$ cat config.mk
export PLATFORM = sky130hd
export DESIGN_NAME = imm_decode_stage
export DESIGN_NICKNAME = d
export VERILOG_FILES = /design/src/rtl/imm_decode_stage.sv
export SDC_FILE = /design/constraint.sdc
export NUM_CORES = 1
export LEC_CHECK = 0
export ABC_AREA = 1
export CAP_MARGIN = 20
export CORE_MARGIN = 3
export CORE_UTILIZATION = 50
export CTS_BUF_LIST = sky130_fd_sc_hd__clkbuf_2
export DETAILED_ROUTE_END_ITERATION = 10
export PLACE_DENSITY_LB_ADDON = 0.25
export SLEW_MARGIN = 5
export SYNTH_ARGS = -nofsm -noshare
export SYNTH_HDL_FRONTEND = slang
export SYNTH_SLANG_ARGS = --single-unit
$ cat constraint.sdc
create_clock -name clk -period 3.6 [get_ports clk]
set_input_delay 0.72 -clock clk [delete_from_list [all_inputs] [get_ports clk]]
set_output_delay 0.72 -clock clk [all_outputs]
set_load 0.005 [all_outputs]
$ cat src/rtl/imm_decode_stage.sv
// imm_decode_stage: registered RISC-V immediate decoder with a two-entry
// skid buffer on a valid/ready handshake.
//
// Parameters: XLEN (32 or 64) sets the immediate width; TAG_W sets the width
// of the sideband tag that travels with each instruction.
//
// Optional feature macro: IMMGEN_CSR_UIMM_EN
//   defined   -> CSRRWI/CSRRSI/CSRRCI (SYSTEM, funct3[2]=1) return the 5-bit
//                zero-extended uimm from inst[19:15]
//   undefined -> every SYSTEM encoding returns sext(inst[31:20])
module imm_decode_stage #(
  parameter int XLEN  = 32,
  parameter int TAG_W = 32
) (
  input  logic             clk,
  input  logic             rst,
  input  logic             flush,
  input  logic             in_valid,
  output logic             in_ready,
  input  logic [31:0]      in_inst,
  input  logic [TAG_W-1:0] in_tag,
  output logic             out_valid,
  input  logic             out_ready,
  output logic [XLEN-1:0]  out_imm,
  output logic [5:0]       out_fmt,
  output logic             out_illegal,
  output logic [TAG_W-1:0] out_tag
);

  // One-hot format codes, bit order {U,J,B,S,I,NONE}.
  localparam logic [5:0] FMT_NONE = 6'b000001;
  localparam logic [5:0] FMT_I    = 6'b000010;
  localparam logic [5:0] FMT_S    = 6'b000100;
  localparam logic [5:0] FMT_B    = 6'b001000;
  localparam logic [5:0] FMT_J    = 6'b010000;
  localparam logic [5:0] FMT_U    = 6'b100000;

  // RV64 enables 6-bit shamt on OP-IMM and the OP-IMM-32 opcode.
  localparam bit IS_RV64 = (XLEN == 64);

  // Stored entry: {imm, fmt, illegal, tag}.
  localparam int PW = XLEN + 6 + 1 + TAG_W;

  localparam logic [6:0] OP_LOAD     = 7'b0000011;
  localparam logic [6:0] OP_JALR     = 7'b1100111;
  localparam logic [6:0] OP_SYSTEM   = 7'b1110011;
  localparam logic [6:0] OP_IMM      = 7'b0010011;
  localparam logic [6:0] OP_IMM_32   = 7'b0011011;
  localparam logic [6:0] OP_STORE    = 7'b0100011;
  localparam logic [6:0] OP_BRANCH   = 7'b1100011;
  localparam logic [6:0] OP_JAL      = 7'b1101111;
  localparam logic [6:0] OP_LUI      = 7'b0110111;
  localparam logic [6:0] OP_AUIPC    = 7'b0010111;

  // ---------------------------------------------------------------------
  // Immediate field extraction (all candidates formed in parallel)
  // ---------------------------------------------------------------------
  logic [6:0]      opcode;
  logic [2:0]      funct3;
  logic            is_shift;
  logic [XLEN-1:0] imm_i;
  logic [XLEN-1:0] imm_s;
  logic [XLEN-1:0] imm_b;
  logic [XLEN-1:0] imm_j;
  logic [XLEN-1:0] imm_u;
  logic [XLEN-1:0] shamt5;
  logic [XLEN-1:0] shamt6;

  assign opcode   = in_inst[6:0];
  assign funct3   = in_inst[14:12];
  // SLLI / SRLI / SRAI (and their -W forms) use funct3 001 and 101.
  assign is_shift = (funct3 == 3'b001) || (funct3 == 3'b101);

  assign imm_i  = {{(XLEN-12){in_inst[31]}}, in_inst[31:20]};
  assign imm_s  = {{(XLEN-12){in_inst[31]}}, in_inst[31:25], in_inst[11:7]};
  assign imm_b  = {{(XLEN-13){in_inst[31]}}, in_inst[31], in_inst[7],
                   in_inst[30:25], in_inst[11:8], 1'b0};
  assign imm_j  = {{(XLEN-21){in_inst[31]}}, in_inst[31], in_inst[19:12],
                   in_inst[20], in_inst[30:21], 1'b0};
  assign shamt5 = {{(XLEN-5){1'b0}}, in_inst[24:20]};
  assign shamt6 = {{(XLEN-6){1'b0}}, in_inst[25:20]};

  // U-type only needs sign extension when XLEN is wider than the 32-bit field.
  generate
    if (XLEN > 32) begin : g_u_wide
      assign imm_u = {{(XLEN-32){in_inst[31]}}, in_inst[31:12], 12'b0};
    end else begin : g_u_narrow
      assign imm_u = {in_inst[31:12], 12'b0};
    end
  endgenerate

`ifdef IMMGEN_CSR_UIMM_EN
  logic [XLEN-1:0] uimm;
  assign uimm = {{(XLEN-5){1'b0}}, in_inst[19:15]};
`endif

  // ---------------------------------------------------------------------
  // Opcode-driven selection of immediate, format and illegal flag
  // ---------------------------------------------------------------------
  logic [XLEN-1:0] dec_imm;
  logic [5:0]      dec_fmt;
  logic            dec_illegal;

  // Decode the incoming instruction; unknown opcodes fall through to NONE.
  always_comb begin
    dec_imm     = '0;
    dec_fmt     = FMT_NONE;
    dec_illegal = 1'b1;
    case (opcode)
      OP_LOAD, OP_JALR: begin
        dec_imm     = imm_i;
        dec_fmt     = FMT_I;
        dec_illegal = 1'b0;
      end
      OP_SYSTEM: begin
        dec_imm     = imm_i;
        dec_fmt     = FMT_I;
        dec_illegal = 1'b0;
`ifdef IMMGEN_CSR_UIMM_EN
        if (funct3[2]) begin
          dec_imm = uimm;
        end
`endif
      end
      OP_IMM: begin
        dec_fmt = FMT_I;
        if (is_shift) begin
          if (IS_RV64) begin
            dec_imm     = shamt6;
            dec_illegal = 1'b0;
          end else begin
            // shamt[5] is reserved on RV32.
            dec_imm     = shamt5;
            dec_illegal = in_inst[25];
          end
        end else begin
          dec_imm     = imm_i;
          dec_illegal = 1'b0;
        end
      end
      OP_IMM_32: begin
        if (IS_RV64) begin
          dec_fmt = FMT_I;
          if (is_shift) begin
            // Word shifts only have a 5-bit shamt.
            dec_imm     = shamt5;
            dec_illegal = in_inst[25];
          end else begin
            dec_imm     = imm_i;
            dec_illegal = 1'b0;
          end
        end
      end
      OP_STORE: begin
        dec_imm     = imm_s;
        dec_fmt     = FMT_S;
        dec_illegal = 1'b0;
      end
      OP_BRANCH: begin
        dec_imm     = imm_b;
        dec_fmt     = FMT_B;
        dec_illegal = 1'b0;
      end
      OP_JAL: begin
        dec_imm     = imm_j;
        dec_fmt     = FMT_J;
        dec_illegal = 1'b0;
      end
      OP_LUI, OP_AUIPC: begin
        dec_imm     = imm_u;
        dec_fmt     = FMT_U;
        dec_illegal = 1'b0;
      end
      default: begin
        dec_imm     = '0;
        dec_fmt     = FMT_NONE;
        dec_illegal = 1'b1;
      end
    endcase
  end

  // ---------------------------------------------------------------------
  // Two-entry skid buffer: M drives the outputs, S catches the entry that
  // arrives while M is stalled.
  // ---------------------------------------------------------------------
  logic [PW-1:0] dec_payload;
  logic [PW-1:0] m_payload_reg;
  logic [PW-1:0] m_payload_next;
  logic [PW-1:0] s_payload_reg;
  logic [PW-1:0] s_payload_next;
  logic          m_valid_reg;
  logic          m_valid_next;
  logic          s_valid_reg;
  logic          s_valid_next;
  logic          in_fire;
  logic          out_fire;

  assign dec_payload = {dec_imm, dec_fmt, dec_illegal, in_tag};

  // Ready depends only on registered occupancy plus rst/flush, never on
  // out_ready, so there is no combinational path through the stage.
  assign in_ready  = ~s_valid_reg & ~rst & ~flush;
  assign out_valid = m_valid_reg;
  assign {out_imm, out_fmt, out_illegal, out_tag} = m_payload_reg;

  assign in_fire  = in_valid & in_ready;
  assign out_fire = m_valid_reg & out_ready;

  // Next-state for the buffer; flush discards everything including any
  // same-cycle input.
  always_comb begin
    m_valid_next   = m_valid_reg;
    s_valid_next   = s_valid_reg;
    m_payload_next = m_payload_reg;
    s_payload_next = s_payload_reg;
    if (flush) begin
      m_valid_next = 1'b0;
      s_valid_next = 1'b0;
    end else if (in_fire && (!m_valid_reg || (out_fire && !s_valid_reg))) begin
      // M is free (or freeing) and nothing older is waiting in S.
      m_payload_next = dec_payload;
      m_valid_next   = 1'b1;
    end else if (in_fire) begin
      // M is stalled; in_ready guarantees S is empty here.
      s_payload_next = dec_payload;
      s_valid_next   = 1'b1;
    end else if (out_fire && s_valid_reg) begin
      m_payload_next = s_payload_reg;
      s_valid_next   = 1'b0;
    end else if (out_fire) begin
      m_valid_next = 1'b0;
    end
  end

  // Buffer state registers with synchronous reset clearing payload too.
  always_ff @(posedge clk) begin
    if (rst) begin
      m_valid_reg   <= 1'b0;
      s_valid_reg   <= 1'b0;
      m_payload_reg <= '0;
      s_payload_reg <= '0;
    end else begin
      m_valid_reg   <= m_valid_next;
      s_valid_reg   <= s_valid_next;
      m_payload_reg <= m_payload_next;
      s_payload_reg <= s_payload_next;
    end
  end

endmodule

# Word level (Yosys, flattened, before mapping)
# Index checks and enable logic that the tools add are counted.
# classes
bitwise,8
eq_ne,13
addsub,0
n_lt_le_gt_ge,0
n_reduce_logical,19
n_div,0
n_shift,0
mux,14
n_mul,0
# op_table
operator,n
2-to-1 mux 71 bit,3
one-hot mux 32 bit (6 select lines),1
2-to-1 mux 32 bit,1
one-hot mux 6 bit (5 select lines),1
"== test 7 bit, second input constant",4
"== test 7 x 5 -> 1 bit, second input constant",2
"== test 7 x 6 -> 1 bit, second input constant",2
AND reduction 3 bit,3
OR reduction 8 bit,1
"== test 7 x 2 -> 1 bit, second input constant",1
2-to-1 mux 1 bit,7
nonzero test 2 bit,3
AND 1 bit,4
NOT 1 bit,4
OR reduction 2 bit,2
OR reduction 4 bit,1
"== test 3 x 1 -> 1 bit, second input constant",1
"== test 3 bit, second input constant",1
logical AND 1 bit,3
OR reduction 3 bit,1
zero test 1 bit,2
logical OR 1 bit,2
"inequality test 2 x 1 -> 1 bit, second input constant",1
"inequality test 2 bit, second input constant",1
2 further kinds,2
# totals
register_bits,144
latch_bits,0
rom_bits,0
word_cells,58
mem_bits_rw,0
memories,0
input_bits,69

# Longest topological paths before layout
# logic_depth
depth_word,7
ltp_mapped,11
mapped_depth_nobuf,10

# Least setup slack after synthesis
# OpenSTA, ideal clock, no wires.
# synth_path
path_type,input -> output
start,input rst
end,output in_ready
n_path_buf,2
slack_ns,1.543
t_required_ns,2.880
path_stages,5
arrival_ns,1.337
cell_sequence,buf_6 > inv_2 > clkbuf_1 > nand2_1 > nor2_1
# synth_between
elab_chain_len,3
# synth_rtl
element,line_no,text
from (decl),16,"input logic rst,"
NOT 1 bit,202,assign in_ready = ~s_valid_reg & ~rst & ~flush;
AND 1 bit (2 in a row),202,
to (decl),19,"output logic in_ready,"
# No other way between the ends.

# Final worst setup path
# layout_path
start,input flush
end,output in_ready
# layout_between
elab_chain_len,2
# layout_rtl
element,line_no,text
from (decl),17,"input logic flush,"
NOT 1 bit (no line),n/a,
AND 1 bit,202,
# No other way between the ends.

==> parameters.txt <==
Parameter                              Value

Status
  Result of the run    finished, final reports clean

CTS
  Cell chosen for the clock root    sky130_fd_sc_hd__clkbuf_2
  Clock transition at path regs    0.22 ns
  Clock tree from TritonCTS    yes
  CTS H-tree lvls    4
  TritonCTS buffer count    17
  Total of cells resized after clock tree synthesis    0
  Insertion delay to the later sink of the worst-skew pair    0.72 ns
  Post-CTS Hold Fix Bufs    0
  Number of sinks handled by clock tree synthesis    144
  Number of buffers between clock root and the deepest sink    2
  Post CTS Setup Buffer Count    0

Logic synthesis
  Number of flip-flops and latches in the synthesized netlist    144
  Mux share of post-synthesis cell area    0%
  Register area share after synthesis    43.8%
  XOR/XNOR share of the synthesized area    0%
  Commonest register cell after synthesis    sky130_fd_sc_hd__dfxtp_1
  Mean Syn Cell Area    6.78 sq um
  Combined area of all synthesized cells    6580 sq um
  Post-synthesis adder-cell area fraction    0%
  Warning count from the yosys run    0
  Count of flip-flops with a built-in enable after synthesis    0
  Number of instances in the synthesized netlist    971
  Simple-gate portion of the synthesized area    28.1%
  Distinct cell type count of the synthesized netlist    27
  Net count after synthesis    1040
  Fraction of registers with async set/reset    0%
  Combinational family with the most area after synthesis    simple AND/OR/NAND/NOR gates
  Complex-gate fraction of the synthesized area    20.5%

Layout
  Fraction of final layout cells sized beyond drive strength 1    6.79%
  Finished Layout Cells    1263
  Nets    1146
  Final instance area    8350 sq um
  Area growth, synth to finish    26.9%
  Final standard cell utilization of the core    65.7%

Placed design
  Cell area reported after detailed placement    8050 sq um
  Number of placed cells counting well taps    1230
  Number of port buffers    141
  DP Wirelength    11800 microns
  Final GP Congestion    0.881

Detailed routing
  Routed WL    17800 microns
  Detailed router's first-iteration violation count    639
  Via-to-Cell Ratio    5.33
  First-pass iteration count of the detailed router    7
  Count of vias placed by the detailed router    6737
  DRC    0
  Number of antenna-violating nets in the routed design    0
  Wirelength per Cell    14.1 microns

Die
  Area of the placeable core    12700 sq um
  Horiz. Die Dim    121 microns
  IO Count    142
  Starting utilization of the core area    51.7%
  Y dimension of the die    121 microns
  Total die area    14600 sq um
  Standard-cell row count    41

Setup path
  Peak fanout along the critical path    3
  Endpoint of the lowest-slack register-to-register path    m_payload_reg[57]
  WS Path Type    in -> out
  Signal arrival time at the worst endpoint    2.11 ns
  Worst reg-to-reg path cell count    7
  Category of the worst setup path capture point    output pin
  Startpoint types    primary input
  Setup slack, reg-to-reg    1.46 ns
  Data required time at the worst endpoint    2.88 ns
  Startpoint of the worst register-to-register path    s_valid_reg

Global routing
  Global-route wire length before repair    30100 microns
  Largest net degree at the start of global routing    93
  Highest-utilization routing layer at the global route stage    met2
  GRT Resource Usage Total    25.2%
  Initial antenna violation count    1
  Met3 capacity usage during global routing    5.47%
  Vias in the first global route    6263
  Congestion Overflow GR    0
  Met1 capacity usage during global routing    34.8%
  Met2 usage    39.5%

STA
  Tcrit/Tclk final    78.7%
  Unrepaired setup endpoints after global routing    false
  Slew at the pin closest to its max-slew limit    0.844 ns
  Max Fclk    0.353 GHz
  Fin Clk Skew    0.0307 ns
  Final setup fails    0
  Setup TNS    0 ns
  Endpoints failing hold    0
  Worst relative slew slack    43.6%
  Post-route minimum period    2.83 ns
  Final slew viol count    0

Pwr
  Power per cell area    367 nW/um^2
  Max IR drop VDD    0.273 mV
  Leakage power figure    3.62 nW

Job
  Number of violations of the max-capacitance limit    0

Min path
  Endpoint of the worst hold-timing path    m_payload_reg[1]
  Cell depth of the worst min-delay path    2
  Path category of the worst min-delay check    reg -> reg
  Hold path startpoint    m_payload_reg[1]
## how the worst max path moves through the flow
| stage | endpoint | depth (start not counted) | slack [ns] | from |
|---|---|---|---|---|
| 3_3_place_gp | m_payload_reg[68] | 9 | 0.44 | rst |
| 2_1_floorplan | in_ready | 5 | 1.54 | rst |
| 4_1_cts | in_ready | 5 | 0.77 | flush |
| 6_report | in_ready | 5 | 0.77 | flush |
| 5_1_grt | in_ready | 5 | 0.71 | flush |
| 3_5_place_dp | m_payload_reg[57] | 9 | 0.31 | rst |
## synthesized netlist by cell type, types with 3 or more instances
cell type,instances,area share [%]
sky130_fd_sc_hd__a21oi_1,114,8.7
sky130_fd_sc_hd__buf_2,22,1.7
sky130_fd_sc_hd__buf_4,5,0.57
sky130_fd_sc_hd__clkbuf_1,41,2.3
sky130_fd_sc_hd__dfxtp_1,144,44
sky130_fd_sc_hd__inv_1,35,2.0
sky130_fd_sc_hd__inv_2,7,0.40
sky130_fd_sc_hd__nand2_1,198,11
sky130_fd_sc_hd__nand2_2,3,0.29
sky130_fd_sc_hd__nand3_1,75,5.7
sky130_fd_sc_hd__nand3b_1,4,0.46
sky130_fd_sc_hd__nor2_1,156,8.9
sky130_fd_sc_hd__nor2_2,6,0.57
sky130_fd_sc_hd__nor2_4,3,0.51
sky130_fd_sc_hd__o21ai_0,138,10
sky130_fd_sc_hd__o21ai_1,7,0.53
## per-layer routing
layer  vias to the layer above  wire, microns
li1                       3394              -
met1                      3083           8130
met2                       234           8200
met3                        26           1170
met4                         0            306
met5                         -              0
## area by class of cell
cell class / count / area, sq um
Antenna cell: 1 / 2.50
Clock buffer: 17 / 85.1
Clock inverter: 15 / 214
Fill cell: 1168 / 4370
Inverter: 43 / 164
Multi-Input combinational cell: 711 / 3210
Sequential cell: 144 / 2880
Tap cell: 172 / 215
Timing Repair Buffer: 160 / 1580
## cell usage in the layout, fill, tap and decap left out, drive strengths merged
master | Yosys | layout
bufinv | 0 | 5
nand4 | 2 | 2
dfxtp | 144 | 144
a21oi | 115 | 115
diode | 0 | 1
nor2 | 165 | 165
o21ai | 146 | 146
buf | 31 | 19
inv | 43 | 45
clkinv | 0 | 8
a21boi | 1 | 1
nand3b | 4 | 4
o21a | 1 | 1
clkdlybuf4s50 | 0 | 141
nand3 | 75 | 75
nand2 | 201 | 201
clkbuf | 42 | 17
o211ai | 1 | 1
## power breakdown
| part | leakage (nW) | total (W) | internal, W | switching (W) |
|---|---|---|---|---|
| Combinational | 2.28 | 0.000305 | 0.000146 | 0.000158 |
| Clock | 0.180 | 0.00113 | 0.000525 | 0.000601 |
| Sequential | 1.16 | 0.00164 | 0.00163 | 0.0000140 |
| Total | 3.62 | 0.00307 | 0.00230 | 0.000774 |
## through the flow
step / power (W) / hold WS (ns) / setup WS [ns]
after CTS: 0.00308 / 0.473 / 0.772
final: 0.00307 / 0.480 / 0.768
after global routing: 0.00319 / 0.450 / 0.714
after detailed placement: 0.00197 / 0.457 / 0.306
after global placement: 0.00197 / 0.452 / 0.441
after floorplan: 0.00180 / 0.462 / 1.54
## cell families after synthesis
family,Yosys count
AO/OA/AOI/OAI,264
AND/OR/NAND/NOR,447
buffers and inverters,116
flip-flops,144
## critical path, stage by stage
cell and delay (ns):
sky130_fd_sc_hd__clkdlybuf4s50_1 0.47, sky130_fd_sc_hd__inv_2 0.15, sky130_fd_sc_hd__nand2_1 0.11, sky130_fd_sc_hd__nor2_1 0.14
sky130_fd_sc_hd__clkdlybuf4s50_1 0.52
Note: power is estimated with default switching activity, not from simulation.
